$ cat config.mk
export PLATFORM = sky130hd
export DESIGN_NAME = hazard_sb
export DESIGN_NICKNAME = d
export VERILOG_FILES = /design/src/rtl/hazard_sb.sv
export SDC_FILE = /design/constraint.sdc
export NUM_CORES = 1
export LEC_CHECK = 0
export CORE_AREA = 2 2 190 136
export CTS_BUF_LIST = sky130_fd_sc_hd__clkbuf_8 sky130_fd_sc_hd__clkbuf_16
export CTS_CLUSTER_SIZE = 24
export DETAILED_ROUTE_END_ITERATION = 16
export DIE_AREA = 0 0 192 138
export HOLD_SLACK_MARGIN = 0.1
export PLACE_DENSITY = 0.5
export SLEW_MARGIN = 10
export SYNTH_ARGS = -nofsm -noshare
export SYNTH_HDL_FRONTEND = slang
export SYNTH_SLANG_ARGS = --single-unit
$ cat constraint.sdc
create_clock -name clk -period 2.44 [get_ports clk]
set_input_delay 0.244 -clock clk [delete_from_list [all_inputs] [get_ports clk]]
set_output_delay 0.244 -clock clk [all_outputs]
set_load 0.02 [all_outputs]
$ cat src/rtl/hazard_sb.sv
// rtl/hazard_sb.sv - result-latency scoreboard, divider-busy FSM and exception redirect latch
module hazard_sb #(
    parameter int          NREG      = 32,
    parameter int          AW        = 5,
    parameter int          LW        = 2,
    parameter logic [31:0] EXC_VEC   = 32'hBFC00380,
    parameter logic [31:0] ERET_CODE = 32'h0000000e
) (
    input  logic          clk,
    input  logic          rst,
    input  logic          i_stall,
    input  logic          d_stall,
    input  logic [AW-1:0] rsD,
    input  logic [AW-1:0] rtD,
    input  logic          use_rsD,
    input  logic          use_rtD,
    input  logic          validD,
    input  logic          regwriteD,
    input  logic [AW-1:0] writeregD,
    input  logic [LW-1:0] latD,
    input  logic          div_start,
    input  logic          div_done,
    input  logic [31:0]   except_typeM,
    input  logic [31:0]   cp0_epcM,
    output logic          stallF,
    output logic          stallD,
    output logic          stallE,
    output logic          stallM,
    output logic          stallW,
    output logic          flushF,
    output logic          flushD,
    output logic          flushE,
    output logic          flushM,
    output logic          flushW,
    output logic          div_busy,
    output logic          redirect_valid,
    output logic [31:0]   redirect_pc,
    output logic          longest_stall
);

    typedef enum logic {DIV_IDLE, DIV_BUSY} div_state_t;
    typedef enum logic {EXC_IDLE, EXC_PEND} exc_state_t;

    localparam logic [LW-1:0] CNT_ONE = {{(LW-1){1'b0}}, 1'b1};

    logic [NREG-1:0][LW-1:0] cnt_q, cnt_d;
    div_state_t              div_q;
    exc_state_t              exc_q;
    logic [31:0]             pc_q;

    logic        mem_stall, div_stall, gstall;
    logic        src_haz, issue, exc_now;
    logic [31:0] tgt;

    assign mem_stall = i_stall | d_stall;
    assign div_busy  = (div_q == DIV_BUSY);
    assign div_stall = div_busy & ~div_done;
    assign gstall    = mem_stall | div_stall;

    assign src_haz = (use_rsD & (rsD != '0) & (cnt_q[rsD] != '0)) |
                     (use_rtD & (rtD != '0) & (cnt_q[rtD] != '0));

    assign exc_now        = (except_typeM != '0);
    assign tgt            = (except_typeM == ERET_CODE) ? cp0_epcM : EXC_VEC;
    assign redirect_valid = (((exc_q == EXC_IDLE) & exc_now) | (exc_q == EXC_PEND)) & ~mem_stall;
    assign redirect_pc    = (exc_q == EXC_PEND) ? pc_q : tgt;

    assign issue = validD & ~src_haz & ~gstall & ~redirect_valid;

    // A redirect flushes the whole pipe, so it must also release every hold.
    assign stallF = (gstall | src_haz) & ~redirect_valid;
    assign stallD = stallF;
    assign stallE = gstall & ~redirect_valid;
    assign stallM = stallE;
    assign stallW = stallE;
    assign flushF = redirect_valid;
    assign flushD = redirect_valid;
    assign flushE = (src_haz & ~gstall) | redirect_valid;
    assign flushM = redirect_valid;
    assign flushW = redirect_valid;
    assign longest_stall = stallF | stallD | stallE | stallM | stallW;

    always_comb begin
        cnt_d = cnt_q;
        if (!gstall) begin
            for (int i = 0; i < NREG; i++) begin
                if (cnt_q[i] != '0) cnt_d[i] = cnt_q[i] - CNT_ONE;
            end
        end
        if (issue && regwriteD && (writeregD != '0)) cnt_d[writeregD] = latD;
        if (redirect_valid) cnt_d = '0;
        cnt_d[0] = '0;
    end

    always_ff @(posedge clk) begin
        if (rst) begin
            cnt_q <= '0;
            div_q <= DIV_IDLE;
            exc_q <= EXC_IDLE;
            pc_q  <= '0;
        end else begin
            cnt_q <= cnt_d;
            case (div_q)
                DIV_IDLE: if (div_start && !redirect_valid) div_q <= DIV_BUSY;
                DIV_BUSY: if (div_done || redirect_valid) div_q <= DIV_IDLE;
                default:  div_q <= DIV_IDLE;
            endcase
            // The first exception seen under a memory stall wins until the stall lifts.
            case (exc_q)
                EXC_IDLE: if (exc_now && mem_stall) begin
                    pc_q  <= tgt;
                    exc_q <= EXC_PEND;
                end
                EXC_PEND: if (!mem_stall) exc_q <= EXC_IDLE;
                default:  exc_q <= EXC_IDLE;
            endcase
        end
    end

endmodule

==> impl_metrics.yaml, run 1 <==
run_status:
  status: "finished with violations"
  violations: "setup timing"
sta:
  timing.final.ws_setup_ps: -60.8
  hold_viol_final: 0
  fin_crit_sh: 1.02
  finalMaxSlewViolations: 0
  worstMarginPinSlew_ps: 701
  min_period_ps: 2500
  fin_worst_skew_ps: 10.9
  relSlewSlack: 0.533
  rsz0062_at_grt: "yes"
  fmax_mhz: 400
  finalSetupViolations: 4
floorplan:
  core_area_sq_mm: 0.0250
  dieArea_sq_mm: 0.0265
  start_util: 0.244
  rows: 49
  die_w_um: 192
  ios: 136
  die_y_um: 138
clock_tree:
  ctsHoldBuffers: 0
  cts_root_buf: "clkbuf_16"
  htree_levels: 3
  clk_pin_slew_ps: 80
  clkSinkCount: 96
  cts-buffers-inserted: 9
  cts_max_path_buffers: 2
  cts_tree: "yes"
  clk_latency_ps: 360
global_route:
  antenna_found_initial: 1
  grt_pass1_wl_um: 34000
  grt_max_degree: 62
  grt_remaining_overflow: 0
  grt_pass1_vias: 6103
  track_usage: 0.163
place:
  dpl.hpwl_um: 15400
  gp_congestion: 0.824
  place_ws_ps: -708
  portBuffers: 135
  dp_cells: 1318
setup_path:
  worst_r2r_endpoint: "cnt_q[25]"
  critPathLaunchType: "flop"
  end_kind: "output pin"
  rr_worst_depth: 10
  rr_startpoint: "cnt_q[14]"
  crit_fanout: 4
  path_common_cell: "buf_4"
  cp_cell_sequence: "nor2_4 -> mux4_2 -> a2bb2oi_2 -> nor4_2 -> buf_4 -> a211oi_4 -> a21oi_2 -> buf_4"
  path_delay_family: "multiplexers"
  cp_slowest_cell: "mux4_2"
  worst-path-buf-inv: 2
  reg2reg_setup_slack_ps: 90
  required_ps: 2200
  worstPathArrival_ps: 2260
  critPathKind: "reg2out"
  slowest_delay_ps: 520
route:
  wl_met3_um: 1510
  drt-initial-drc-count: 479
  antenna_left: 0
  routed.top_layer: "met4"
  vias_per_cell: 4.74
  wire_per_inst_um: 15.8
  detail_route.first_pass.iterations: 4
  totalWireLength_um: 21300
  via_count: 6392
  dr_wl_met2_um: 8960
  wl_met1_um: 10700
  drc: 0
min_path:
  holdPathEnd: "pc_q[4]"
  hp-class: "reg2reg"
  whs_path_depth: 2
  min_from: "pc_q[4]"
cells_and_area:
  fin_cells: 1348
  nNetsFinal: 1102
  drive_gt1_frac: 0.315
  synthToLayoutAreaGrowth_pct: 49.8
  final_cell_mix: "nand2_1 (159), buf_4 (135), dfxtp_1 (81)"
  layout_commonest_cell: "nand2_1"
  fillCellCount: 2657
power_and_ir_drop:
  p_total_mw: 3.92
  ir_worst_vdd_mv: 0.344
  p_leak_nw: 3.62
  p_per_area_mw_per_mm2: 429
synth:
  syn-num-nets: 882
  seq_area_frac_synth: 0.315
  synth-main-ff-cell: "dfxtp_1"
  synth_edf_count: 0
  yosys_warnings: 0
  netlist-cell-type-count: 51
  syn_inst: 791
  synth_compound_area_frac: 0.172
  synth_area_per_cell_sq_um: 7.71
  synth-simple-area-share: 0.320
  synthMuxAreaShare: 0.123
  synth-seq-cells: 96
  synth_top_family_by_area: "simple AND/OR/NAND/NOR gates"
  async_flop_share: 0
  synthAdderAreaFrac: 0
  synthXorXnorAreaFrac: 0
  synth.cell_area_sq_mm: 0.00610
job:
  drv_cap: 0
==> power breakdown <==
group / total [mW] / switching (mW) / internal [mW] / leakage [nW]
registers: 1.59 / 0.00663 / 1.58 / 0.785
logic: 0.767 / 0.435 / 0.332 / 2.69
clock network: 1.56 / 0.738 / 0.822 / 0.153
==> worst max-delay path by stage <==
stage	start	to	slack [ps]	depth (start not counted)
final	cnt_q[11]	stallD	-60	8
after global routing	cnt_q[10]	stallD	-150	8
after floorplan	rtD[1]	stallF	-90	9
after global placement	rtD[1]	stallD	-730	10
after detailed placement	rtD[1]	stallD	-710	10
after CTS	cnt_q[11]	stallD	-80	8
==> sequential cells by signal (all words and copies together) (netlist names) <==
name,flops
cnt_q,62
div_busy,1
exc_q,1
pc_q,32
==> kinds of logic after synthesis <==
logic type	Yosys count
and+or+nand+nor	370
AOI/OAI and AO/OA	169
buffers and inverters	88
DFF	96
muxes	68
==> tightest hold or removal path, delay by kind of cell (launching register included) <==
| family | cells | cell delay (ps) |
|---|---|---|
| DFF | 1 | 310 |
| and+or+nand+nor | 1 | 50 |
| AOI/OAI and AO/OA | 1 | 50 |
==> timing repair <==
item,4_1_cts,5_1_grt
pin swaps,21,13
cloned,3,0
endpoints found under the setup margin,106,80
gates resized for setup,281,65
buffers inserted,12,2
==> final cells by class <==
class	count	area (sq um)	area share
flip-flops and latches	96	1940	0.212
clock inverters	7	85.1	0.00931
multi-input cells	607	3980	0.435
diodes	1	2.50	0.000274
well taps	331	414	0.0453
repair buffers	279	2420	0.264
inverters	18	75.1	0.00822
clock buffers	9	225	0.0247
==> metrics by stage <==
stage               area [sq um]   util  setup TNS [ps]  hold WS [ps]
floorplan                   6120      -           -89.7           391
global placement            8650  0.346          -62570           443
global route                9130  0.365            -628           469
detailed placement          8650  0.346          -63300           448
CTS                         9070  0.362            -306           443
finish                      9140  0.365            -213           456
==> synth_stat cells (4+ instances only) <==
| master | number | area [sq um] |
|---|---|---|
| nand4_1 | 4 | 25.0 |
| buf_6 | 6 | 67.6 |
| nor2_1 | 66 | 248 |
| mux4_2 | 4 | 90.1 |
| nand2b_1 | 6 | 37.5 |
| dfxtp_1 | 96 | 1920 |
| inv_1 | 17 | 63.8 |
| nor3_1 | 43 | 215 |
| nand2_1 | 160 | 601 |
| o21ai_0 | 59 | 295 |
| nand3_1 | 33 | 165 |
| nand3_4 | 20 | 350 |
| mux2i_1 | 62 | 621 |
| a21oi_1 | 40 | 200 |
| nand3_2 | 7 | 70.1 |
| o211ai_1 | 34 | 255 |
| nor4_1 | 9 | 56.3 |
| a211oi_1 | 18 | 135 |
| buf_1 | 6 | 22.5 |
| buf_4 | 10 | 75.1 |
| clkbuf_1 | 44 | 165 |
==> routing by layer <==
| layer | vias up | track usage |
|---|---|---|
| met3 | 10 | 0.0515 |
| met1 | 2996 | 0.238 |
| met4 | 0 | 0.0309 |
| li1 | 3234 | - |
| met5 | - | 0 |
| met2 | 152 | 0.234 |
Note: power is estimated with default switching activity, not from simulation.
==> run 2: changes to the inputs <==
- CORE_AREA: 2 2 190 136 -> 5 5 193 139
- DIE_AREA: 0 0 192 138 -> 0 0 198 144
- PLACE_DENSITY: 0.5 -> 0.42
==> impl_metrics.yaml, run 2 (synthesis gave the netlist of run 1 again) <==
run_status:
  status: "finished with violations"
  violations: "setup timing"
min_path:
  min_from: "pc_q[21]"
  holdPathEnd: "pc_q[21]"
  hp-class: "reg2reg"
  whs_path_depth: 2
route:
  via_count: 6379
  detail_route.first_pass.iterations: 5
  vias_per_cell: 4.76
  totalWireLength_um: 23400
  drt-initial-drc-count: 413
  wire_per_inst_um: 17.5
  drc: 0
  antenna_left: 0
clock_tree:
  cts_max_path_buffers: 2
  htree_levels: 3
  clk_pin_slew_ps: 70
  clkSinkCount: 96
  clk_latency_ps: 360
  cts_root_buf: "clkbuf_16"
  cts-buffers-inserted: 9
  cts_tree: "yes"
floorplan:
  die_w_um: 198
  core_area_sq_mm: 0.0250
  ios: 136
  dieArea_sq_mm: 0.0285
  start_util: 0.244
  rows: 49
  die_y_um: 144
setup_path:
  path_common_cell: "buf_12"
  worst_r2r_endpoint: "cnt_q[18]"
  crit_fanout: 4
  worstPathArrival_ps: 2370
  cp_slowest_cell: "mux4_2"
  required_ps: 2200
  critPathLaunchType: "input port"
  worst-path-buf-inv: 7
  rr_startpoint: "cnt_q[35]"
  end_kind: "output pin"
  rr_worst_depth: 12
  slowest_delay_ps: 500
  cp_cell_sequence: "dlygate4sd2_1 -> buf_12 -> buf_12 -> inv_8 -> buf_4 -> mux4_2 -> mux2_2 -> nand3b_1 -> a211oi_4 -> buf_12 -> a21oi_4 -> buf_6"
  reg2reg_setup_slack_ps: -20
  critPathKind: "in2out"
  path_delay_family: "buffers and inverters"
cells_and_area:
  regMostFlops: "cnt_q"
  post-route-util: 0.378
  top_regs: "cnt_q (62), pc_q (32)"
  layout_commonest_cell: "nand2_1"
  synthToLayoutAreaGrowth_pct: 54.8
  final_cell_mix: "nand2_1 (158), buf_4 (111), dfxtp_1 (86)"
  largest_reg_flops: 62
  drive_gt1_frac: 0.273
  nNetsFinal: 1095
  antenna-diode-count: 0
  fin_area_sq_mm: 0.00944
  fin_cells: 1340
power_and_ir_drop:
  p_leak_nw: 3.87
  p_per_area_mw_per_mm2: 432
  ir_worst_vdd_mv: 0.382
  p_total_mw: 4.08
global_route:
  grt_pass1_wl_um: 35400
  grt_remaining_overflow: 0
  grt_pass1_vias: 6215
  track_usage: 0.158
  antenna_found_initial: 2
  grt_max_degree: 47
sta:
  worstMarginPinSlew_ps: 497
  timing.final.ws_setup_ps: -178
  fin_crit_sh: 1.07
  finalMaxSlewViolations: 0
  hold_viol_final: 0
  rsz0062_at_grt: "yes"
  min_period_ps: 2620
  relSlewSlack: 0.669
  fin_worst_skew_ps: 10.0
  finalSetupViolations: 31
  fmax_mhz: 382
place:
  portBuffers: 135
  place_ws_ps: -802
  dp_cells: 1303
  gp_congestion: 0.815
  dpl.hpwl_um: 16300
  placed_cell_area_sq_mm: 0.00855
job:
  drv_cap: 0
[run 2: repair_timing]
item                       4_1_cts  5_1_grt
gates resized for setup        223       62
gates cloned                     3        5
hold buffers                     0        0
setup endpoints to repair      106      106
buffers inserted                12        4
pin swaps                       11       13
[run 2: worst max-delay path by stage]
stage,startpoint,endpoint,slack (ps),cells after the start
global placement,rsD[0],cnt_q[10],-780,12
global route,rtD[1],stallD,-260,12
CTS,cnt_q[58],stallF,-220,7
finish,rtD[1],stallF,-180,12
detailed placement,rtD[1],stallF,-800,8
floorplan,rtD[1],stallF,-90,9
[run 2: worst register-to-register path, stage by stage, from the launching register on]
cell	delay [ps]
dfxtp_1	360
nor2_1	50
buf_4	150
mux4_2	480
mux2_2	280
nand3b_1	140
a211oi_4	90
buf_12	160
buf_12	130
buf_4	140
buf_16	140
nand3_4	80
mux2i_1	180
[run 2: routing by layer]
metal,share of wire,GRT usage
met5,0.0012,0
met4,0.0085,0.0319
met3,0.054,0.0484
met2,0.42,0.224
met1,0.52,0.235
[run 2: through the flow]
step	hold slack, ps	setup TNS (ps)
after global placement	444	-63960
after global routing	464	-3790
after detailed placement	450	-62330
after CTS	453	-3070
after floorplan	391	-89.7
final	455	-1230
[run 2: power by group]
part | internal [mW] | total, mW | switching, mW
combinational | 0.432 | 0.913 | 0.481
clock | 0.916 | 1.57 | 0.658
sequential | 1.58 | 1.59 | 0.00662
total | 2.93 | 4.08 | 1.15
[run 2: final cells by class]
type / instances / area, sq um
sequential: 96 / 1930
timing repair buffer: 272 / 2720
fill: 2585 / 15600
tap: 331 / 414
clock inverter: 6 / 76.3
inverter: 18 / 75.1
multi-input combinational: 607 / 3980
clock buffer: 10 / 239
==> run 3: changes to the inputs <==
- SKIP_LAST_GASP: default -> 1
==> impl_metrics.yaml, run 3 (synthesis gave the netlist of run 1 again) <==
clock_tree:
  cts_root_buf: "clkbuf_16"
  htree_levels: 3
  cts_tree: "yes"
  cts_max_path_buffers: 2
  cts-buffers-inserted: 9
  clk_pin_slew_ps: 70
  clk_latency_ps: 360
  clkSinkCount: 96
route:
  vias_per_cell: 4.74
  wire_per_inst_um: 17.2
  via_count: 6351
  drc: 0
  antenna_left: 0
  detail_route.first_pass.iterations: 6
  totalWireLength_um: 23000
  drt-initial-drc-count: 413
floorplan:
  rows: 49
  dieArea_sq_mm: 0.0285
  ios: 136
  core_area_sq_mm: 0.0250
  start_util: 0.244
  die_w_um: 198
  die_y_um: 144
power_and_ir_drop:
  p_int_mw: 2.92
  ir_worst_vdd_mv: 0.380
  p_comb_frac: 0.220
  p_sw_mw: 1.14
  p_leak_nw: 3.86
  clock_power_share: 0.388
  switching_share: 0.280
  p_per_area_mw_per_mm2: 433
  sequentialPowerShare: 0.393
  p_total_mw: 4.05
place:
  dp_cells: 1303
  place_ws_ps: -802
  gp_congestion: 0.815
  portBuffers: 135
  dpl.hpwl_um: 16300
sta:
  worstMarginPinSlew_ps: 489
  fin_crit_sh: 1.07
  relSlewSlack: 0.674
  fin_worst_skew_ps: 10.5
  fmax_mhz: 382
  rsz0062_at_grt: "yes"
  finalMaxSlewViolations: 0
  hold_viol_final: 0
  min_period_ps: 2620
  timing.final.ws_setup_ps: -180
  setup_tns_ps: -1300
  finalSetupViolations: 33
global_route:
  top_usage_layer: "met1"
  antenna_found_initial: 2
  gr-usage-met1: 0.235
  grt.met2_usage: 0.224
  grt_pass1_vias: 6207
  track_usage: 0.158
  grt_remaining_overflow: 0
  grt_use_met3: 0.0482
  grt_max_degree: 47
  grt_pass1_wl_um: 35400
cells_and_area:
  top_regs: "cnt_q (62), pc_q (32)"
  largest_reg_flops: 62
  layout_commonest_cell: "nand2_1"
  fin_cells: 1339
  antenna-diode-count: 0
  drive_gt1_frac: 0.269
  nNetsFinal: 1094
  regMostFlops: "cnt_q"
  synthToLayoutAreaGrowth_pct: 53.5
  final_cell_mix: "nand2_1 (158), buf_4 (112), dfxtp_1 (86)"
  post-route-util: 0.374
job:
  drv_cap: 0
setup_path:
  worstPathArrival_ps: 2380
  required_ps: 2200
  rr_worst_depth: 12
  worst_r2r_endpoint: "cnt_q[11]"
  end_kind: "output pin"
  critPathKind: "in2out"
  reg2reg_setup_slack_ps: -20
  rr_startpoint: "cnt_q[35]"
  critPathLaunchType: "input port"
  crit_fanout: 4
min_path:
  hp-class: "reg2reg"
  whs_path_depth: 2
  holdPathEnd: "pc_q[21]"
  min_from: "pc_q[21]"
run_status:
  violations: "setup timing"
  status: "finished with violations"
-- run 3: changes by cell type in the layout (fill, tap and decap cells not counted), sizes merged --
| cell | before | now |
|---|---|---|
| clkbuf | 16 | 22 |
| buf | 162 | 159 |
| dlymetal6s2s | 25 | 31 |
| clkdlybuf4s15 | 7 | 1 |
| dlygate4sd2 | 10 | 5 |
| clkdlybuf4s50 | 61 | 62 |
-- run 3: worst max-delay path, stage by stage --
cell and delay, ps:
dlygate4sd2_1 260, buf_12 130, buf_12 120, inv_8 50
buf_4 120, mux4_2 500, mux2_2 280, nand3b_1 140
a211oi_4 90, buf_12 160, a21oi_4 150, buf_6 140
-- run 3: worst max path at each step --
stage,from,endpoint,slack (ps),cells after the start
6_report,rtD[1],stallF,-180,12
2_1_floorplan,rtD[1],stallF,-90,9
3_3_place_gp,rsD[0],cnt_q[10],-780,12
5_1_grt,rtD[1],stallD,-260,12
3_5_place_dp,rtD[1],stallF,-800,8
4_1_cts,cnt_q[14],flushE,-250,8
-- run 3: repair_timing --
action | CTS | global route
setup buffers | 12 | 6
cloned | 3 | 2
pin swaps | 9 | 13
gates resized for setup | 173 | 99
setup endpoints to repair | 106 | 106
hold buffers | 0 | 0
-- run 3: through the flow --
stage	hold WS (ps)	cell area (sq um)
global placement	444	8550
finish	456	9360
CTS	453	9050
global route	464	9360
detailed placement	450	8550
floorplan	391	6120
-- run 3: cell type report --
class / count / area [sq um]
clock inverter: 6 / 76.3
multi-input combinational: 607 / 3970
tap: 331 / 414
fill: 2599 / 15700
sequential: 96 / 1930
clock buffer: 10 / 239
inverter: 18 / 75.1
timing repair buffer: 271 / 2660
-- run 3: metal layers --
layer,vias to the layer above,wire length (um),part of all wire
met2,144,9600,0.42
li1,3216,-,-
met1,2968,11900,0.51
met4,4,205,0.0089
met5,-,27,0.0012
met3,19,1350,0.058
-- run 3: power groups by stage --
stage / Clock (mW) / Sequential, mW / Combinational (mW)
4_1_cts: 1.63 / 1.59 / 0.846
5_1_grt: 1.69 / 1.59 / 0.949
3_3_place_gp: 0 / 1.63 / 0.765
2_1_floorplan: 0 / 1.63 / 0.373
6_report: 1.57 / 1.59 / 0.891
3_5_place_dp: 0 / 1.63 / 0.766
